## src/rtl/text_pixel_gen.sv

```systemverilog
// Text-mode pixel pipeline: raster position -> text buffer address -> glyph
// index -> glyph pixel. hsync, vsync and de are delayed to line up with the
// pixel. Reverse video and a blinking underline cursor are applied at the output.
module text_pixel_gen #(
  parameter int COLS            = 80,
  parameter int ROWS            = 30,
  parameter int CHAR_W          = 8,
  parameter int CHAR_H          = 16,
  parameter int POS_WIDTH       = 11,
  parameter int TEXT_ADDR_WIDTH = 12,
  parameter int FONT_ADDR_WIDTH = 7,
  parameter int FONT_DATA_WIDTH = 128,
  parameter int BLINK_FRAMES    = 30,
  parameter int SYNC_IDLE       = 1
) (
  input  logic                       clk_i,
  input  logic                       rstn_i,
  input  logic [POS_WIDTH-1:0]       hcount_i,
  input  logic [POS_WIDTH-1:0]       vcount_i,
  input  logic                       de_i,
  input  logic                       hsync_i,
  input  logic                       vsync_i,
  output logic [TEXT_ADDR_WIDTH-1:0] text_addr_o,
  input  logic [7:0]                 char_i,
  output logic [FONT_ADDR_WIDTH-1:0] font_addr_o,
  input  logic [0:FONT_DATA_WIDTH-1] glyph_i,
  input  logic                       cursor_en_i,
  input  logic [6:0]                 cursor_col_i,
  input  logic [4:0]                 cursor_row_i,
  output logic                       pixel_o,
  output logic                       de_o,
  output logic                       hsync_o,
  output logic                       vsync_o
);

  localparam int unsigned XW = (CHAR_W > 1) ? $clog2(CHAR_W) : 1;
  localparam int unsigned YW = (CHAR_H > 1) ? $clog2(CHAR_H) : 1;
  localparam int unsigned GW = (FONT_DATA_WIDTH > 1) ? $clog2(FONT_DATA_WIDTH) : 1;
  localparam int unsigned FW = (BLINK_FRAMES > 1) ? $clog2(BLINK_FRAMES) : 1;

  localparam logic              L_IDLE       = (SYNC_IDLE != 0);
  localparam logic [31:0]       L_COLS       = 32'(COLS);
  localparam logic [31:0]       L_ROWS       = 32'(ROWS);
  localparam logic [31:0]       L_CHAR_W     = 32'(CHAR_W);
  localparam logic [31:0]       L_CHAR_H     = 32'(CHAR_H);
  localparam logic [31:0]       L_CUR_Y      = 32'(CHAR_H - 2);
  localparam logic [FW-1:0]     L_FRAME_LAST = FW'(BLINK_FRAMES - 1);

  // Raster decode (combinational, cycle 0)
  logic [31:0]   w_hc;
  logic [31:0]   w_vc;
  logic [31:0]   w_col;
  logic [31:0]   w_row;
  logic [XW-1:0] w_xo;
  logic [YW-1:0] w_yo;
  logic          w_oor;
  logic          w_cur;
  logic          w_vs_event;

  // Blink state
  logic [FW-1:0] r_frame;
  logic          r_blink;
  logic          r_vs_prev;

  // Side-band pipelines; index k holds the value for stage k+1
  logic [3:0]          r_de_p;
  logic [3:0]          r_hs_p;
  logic [3:0]          r_vs_p;
  logic [3:0]          r_oor_p;
  logic [3:0]          r_cur_p;
  logic [3:0][XW-1:0]  r_xo_p;
  logic [3:0][YW-1:0]  r_yo_p;

  // Data path registers
  logic [7:0]                 r_char;
  logic                       r_rev3;
  logic                       r_rev4;
  logic [0:FONT_DATA_WIDTH-1] r_glyph;

  logic [GW-1:0] w_gidx;
  logic          w_bit;

  assign w_hc  = 32'(hcount_i);
  assign w_vc  = 32'(vcount_i);
  assign w_col = w_hc / L_CHAR_W;
  assign w_row = w_vc / L_CHAR_H;
  assign w_xo  = XW'(w_hc % L_CHAR_W);
  assign w_yo  = YW'(w_vc % L_CHAR_H);
  assign w_oor = !de_i || (w_col >= L_COLS) || (w_row >= L_ROWS);
  assign w_cur = cursor_en_i && r_blink &&
                 (w_col == 32'(cursor_col_i)) && (w_row == 32'(cursor_row_i)) &&
                 (32'(w_yo) >= L_CUR_Y);
  assign w_vs_event = (vsync_i != L_IDLE) && (r_vs_prev == L_IDLE);

  assign w_gidx = GW'(32'(r_yo_p[3]) * L_CHAR_W + 32'(r_xo_p[3]));
  assign w_bit  = r_glyph[w_gidx];

  // Frame counter and cursor blink toggle, advanced on each vsync assertion
  always_ff @(posedge clk_i) begin
    if (!rstn_i) begin
      r_frame   <= '0;
      r_blink   <= 1'b1;
      r_vs_prev <= L_IDLE;
    end else begin
      r_vs_prev <= vsync_i;
      if (w_vs_event) begin
        if (r_frame == L_FRAME_LAST) begin
          r_frame <= '0;
          r_blink <= ~r_blink;
        end else begin
          r_frame <= r_frame + 1'b1;
        end
      end
    end
  end

  // Stage 1: text buffer address
  always_ff @(posedge clk_i) begin
    if (!rstn_i) begin
      text_addr_o <= '0;
    end else begin
      text_addr_o <= TEXT_ADDR_WIDTH'(w_row * L_COLS + w_col);
    end
  end

  // Stages 2-4: capture character, issue glyph index, capture glyph bitmap
  always_ff @(posedge clk_i) begin
    if (!rstn_i) begin
      r_char      <= '0;
      font_addr_o <= '0;
      r_rev3      <= 1'b0;
      r_rev4      <= 1'b0;
      r_glyph     <= '0;
    end else begin
      r_char      <= char_i;
      font_addr_o <= FONT_ADDR_WIDTH'(r_char[6:0]);
      r_rev3      <= r_char[7];
      r_rev4      <= r_rev3;
      r_glyph     <= glyph_i;
    end
  end

  // Side-band delay lines carrying sync/de and per-pixel cell information
  always_ff @(posedge clk_i) begin
    if (!rstn_i) begin
      r_de_p  <= '0;
      r_hs_p  <= {4{L_IDLE}};
      r_vs_p  <= {4{L_IDLE}};
      r_oor_p <= '0;
      r_cur_p <= '0;
      r_xo_p  <= '0;
      r_yo_p  <= '0;
    end else begin
      r_de_p  <= {r_de_p[2:0], de_i};
      r_hs_p  <= {r_hs_p[2:0], hsync_i};
      r_vs_p  <= {r_vs_p[2:0], vsync_i};
      r_oor_p <= {r_oor_p[2:0], w_oor};
      r_cur_p <= {r_cur_p[2:0], w_cur};
      r_xo_p  <= {r_xo_p[2:0], w_xo};
      r_yo_p  <= {r_yo_p[2:0], w_yo};
    end
  end

  // Stage 5: pixel select and aligned sync/de outputs
  always_ff @(posedge clk_i) begin
    if (!rstn_i) begin
      pixel_o <= 1'b0;
      de_o    <= 1'b0;
      hsync_o <= L_IDLE;
      vsync_o <= L_IDLE;
    end else begin
      pixel_o <= r_de_p[3] & ~r_oor_p[3] & (w_bit ^ r_rev4 ^ r_cur_p[3]);
      de_o    <= r_de_p[3];
      hsync_o <= r_hs_p[3];
      vsync_o <= r_vs_p[3];
    end
  end

endmodule
```

## config.mk

```make
export PLATFORM = sky130hd
export DESIGN_NAME = text_pixel_gen
export DESIGN_NICKNAME = d
export VERILOG_FILES = /design/src/rtl/text_pixel_gen.sv
export SDC_FILE = /design/constraint.sdc
export NUM_CORES = 1
export LEC_CHECK = 0
export BUFFER_PORTS_ARGS = -buffer_cell sky130_fd_sc_hd__buf_2
export CORE_ASPECT_RATIO = 1.5
export CORE_MARGIN = 2
export CORE_UTILIZATION = 52
export CTS_CLUSTER_SIZE = 14
export DETAILED_ROUTE_END_ITERATION = 7
export PLACE_DENSITY_LB_ADDON = 0.2
export SYNTH_ARGS = -nofsm -noshare
export SYNTH_HDL_FRONTEND = slang
export SYNTH_SLANG_ARGS = --single-unit
```

## constraint.sdc

```tcl
create_clock -name clk_i -period 2.3 [get_ports clk_i]
set_input_delay 0.46 -clock clk_i [delete_from_list [all_inputs] [get_ports clk_i]]
set_output_delay 0.46 -clock clk_i [all_outputs]
set_load 0.005 [all_outputs]
```

==> results_dict.tcl <==
set metrics [dict create \
    initial_core_util 0.527 \
    synth_compound_area_frac 0.0266 \
    routed-via-count 5023 \
    synthMuxAreaShare 0.106 \
    synth_common_cells "215 x dfxtp_1, 190 x and2_1, 25 x mux2i_1, 24 x clkbuf_1, 24 x mux4_2" \
    ys_seq_elements 215 \
    finalSetupViolCount 0 \
    r2r-start "r_xo_p[9]" \
    clkPwrFrac 0.400 \
    crit_arrival_ns 2.54 \
    sw_frac_of_total 0.211 \
    post_synth_num_cell_types 43 \
    final_cells 1058 \
    synth_nets 838 \
    crit_type "reg -> reg" \
    synth_edf_count 0 \
    grt_overflow 0 \
    drc 0 \
    cp.required_ns 2.69 \
    mappedNetlistArea_um2 7590 \
    hold_buffers 0 \
    areaGrowthSynthToFinish_pct 24.6 \
    wl_mm 15.3 \
    drtPass1Iterations 6 \
    syn_inst 645 \
    drv_cap 0 \
    htreeDepth 1 \
    reg2reg_depth 8 \
    timing.final.hold_violations 0 \
    p_seq_frac 0.515 \
    die_area_um2 15600 \
    min_path_type "in -> reg" \
    viasPerCell 4.75 \
    grt_pass1_vias 5359 \
    dieHeight_um 152 \
    grtUsageTotal 0.196 \
    grt_max_degree 77 \
    grt_pass1_wl_mm 24.1 \
    pwr_density_cell_nw_per_um2 815 \
    crit_start "r_xo_p[9]" \
    yosysSeqAreaShare 0.567 \
    endpoint_kind "register" \
    std_cell_rows 54 \
    antenna_found_initial 1 \
    pin_count 199 \
    worst_r2r_endpoint "pixel_o" \
    reg2reg_slack_ns 0.15 \
    min_path_cells 2 \
    clkSinkCount 215 \
    worstSetupStartpointType "register" \
    p_int_mw 6.08 \
    fill_cells 1138 \
    final_util 0.657 \
    endpoint "pixel_o" \
    cts_buffers 20 \
    worstMarginPinSlew_ns 0.580 \
    timing.final.max_slew_violations 0 \
    relSlewSlack 0.613 \
    gp_congestion 0.813 \
    wire_per_inst_um 14.5 \
    crit_slowest_cell "mux4_2" \
    cts_tree "done" \
    total_power_mw 7.71 \
    finalClockSkew_ns 0.00525 \
    worstPathCellList "buf_12, mux4_2, mux2i_1, nor2_1, nor4bb_2, o41ai_2, nand3_1, nor4bb_1" \
    drive_above_1_share 0.319 \
    worstPathMaxFanout 9 \
    dp.cells 1019 \
    final_nets 1042 \
    async_reset_ff_frac 0 \
    final.min_clock_period_ns 2.15 \
    max_freq_mhz 464 \
    combPwrFrac 0.085 \
    peakVddDrop_v 0.000539 \
    synth_top_family_by_area "simple AND/OR/NAND/NOR gates" \
    synth_fa_ha_area_frac 0.0300 \
    core_area_um2 14400 \
    clk_pin_slew_ns 0.06 \
    outcome "completed" \
    power.switching_mw 1.62 \
    clock-root-buffer "clkbuf_16" \
    yosysTopAreaCell "dfxtp_1" \
    post-route-period-util 0.937 \
    leakage_nw 4.16 \
    synth_ff_type "dfxtp_1" \
    avgSynthCellArea_um2 11.8 \
    yosys_warnings 0 \
    max_stage_delay_ns 0.51 \
    netlist_top_cells_area "dfxtp_1 57%, and2_1 16%, mux4_2 7.1%, mux2i_1 3.3%, ha_1 2.5%" \
    rsz0062_at_grt "false" \
    antenna_left 0 \
    yosys.area_share.simple 0.212 \
    clockBufferDepth 3 \
    drt-initial-drc-count 96 \
    portBuffers 198 \
    post-synth-top-count-cell "dfxtp_1" \
    synth_top_area_share 0.567 \
    die_x_um 103 \
    clock_latency_ns 0.48 \
    dpl.hpwl_mm 11.2 \
    synthXorXnorAreaFrac 0.0289 \
]
==> per-layer routing <==
metal	wire [µm]	track usage
met5	0	0
met4	357	0.0705
met3	765	0.0336
met2	8510	0.384
met1	5690	0.199
==> placed cells by master (no fill, tap or decap), drive strengths merged, types with 2 or more instances in the layout <==
master   netlist  final
dfxtp        215    215
clkbuf        24     32
a21oi          5      5
mux2i         25     25
xor2          11     11
o2111ai        2      2
nand2b        10     10
nor4           3      3
nor2b          8      8
xnor2         14     14
and2         190    190
nand2         18     18
a221oi         3      3
o21ai          2      2
ha            15     15
a21o           4      4
nand4          5      5
buf           10    216
a22oi          4      4
inv           11     11
nor3           5      5
nor2          16     16
o41ai          2      2
fa             2      2
mux4          24     24
nand3          3      3
and4           3      3
nor4bb         2      2
==> kinds of logic (layout without fill, tap and decap cells) <==
logic type / count (synthesis) / after routing
adders and majority gates: 17 / 17
buffers and inverters: 45 / 261
DFF: 215 / 215
xor gates and xnor gates: 25 / 25
muxes: 50 / 50
AOI/OAI and AO/OA: 26 / 26
and+or+nand+nor: 267 / 267
other: 0 / 1
==> power by group through the flow <==
stage	logic (mW)	clock network, mW	registers, mW
3_5_place_dp	0.655	0	4.05
2_1_floorplan	0.375	0	4.04
6_report	0.654	3.08	3.97
4_1_cts	0.660	3.17	3.97
3_3_place_gp	0.634	0	4.05
5_1_grt	0.731	3.31	3.98
==> flip-flops by register name, summed over array words and instances (netlist names) <==
signal	flops
text_addr_o	12
r_oor_p	4
vsync_o	1
r_char	8
font_addr_o	7
r_frame	5
r_cur_p	4
de_o	1
r_hs_p	4
r_rev4	1
r_de_p	4
r_vs_p	4
r_rev3	1
hsync_o	1
pixel_o	1
r_glyph	128
r_xo_p	12
r_blink	1
r_yo_p	16
==> layout make-up <==
class                   count  area, µm²  share of cell area
inverters                  11       41.3             0.00437
clock inverters             2       12.5             0.00132
clock buffers              32        607              0.0642
well taps                 196        245              0.0259
diodes                      1       2.50            0.000265
multi-input cells         385       3070               0.325
repair buffers            216       1170               0.123
flip-flops and latches    215       4310               0.455
==> repair_timing <==
| item | 4_1_cts | 5_1_grt |
|---|---|---|
| setup buffers | 0 | 4 |
| gates resized for setup | 0 | 2 |
| endpoints found under the setup margin | 0 | 1 |
==> worst min-delay path by stage <==
stage / start / endpoint / slack [ns]
after detailed placement: r_oor_p[3] / pixel_o / 0.38
after floorplan: r_oor_p[3] / pixel_o / 0.37
after CTS: hsync_i / r_hs_p[0] / 0.15
final: hsync_i / r_hs_p[0] / 0.16
after global routing: hsync_i / r_hs_p[0] / 0.15
after global placement: r_oor_p[3] / pixel_o / 0.38
==> worst max-delay path: cells and delay by family, from the launching register on <==
family	cells	cell delay, ns
multiplexers	2	0.72
AND/OR/NAND/NOR	4	0.72
flip-flops	1	0.36
buffers and inverters	1	0.15
AO/OA/AOI/OAI	1	0.10
==> metrics by stage <==
step | area (µm²) | TNS [ns] | setup slack, ns | hold slack (ns)
after floorplan | 7590 | 0 | 0.256 | 0.373
after global placement | 8780 | 0 | 0.0272 | 0.382
after detailed placement | 8780 | -0.0133 | -0.0133 | 0.378
after CTS | 9400 | 0 | 0.0748 | 0.147
after global routing | 9450 | 0 | 0.00305 | 0.153
final | 9450 | 0 | 0.145 | 0.162
No activity file was read; power rests on OpenSTA's default activity.
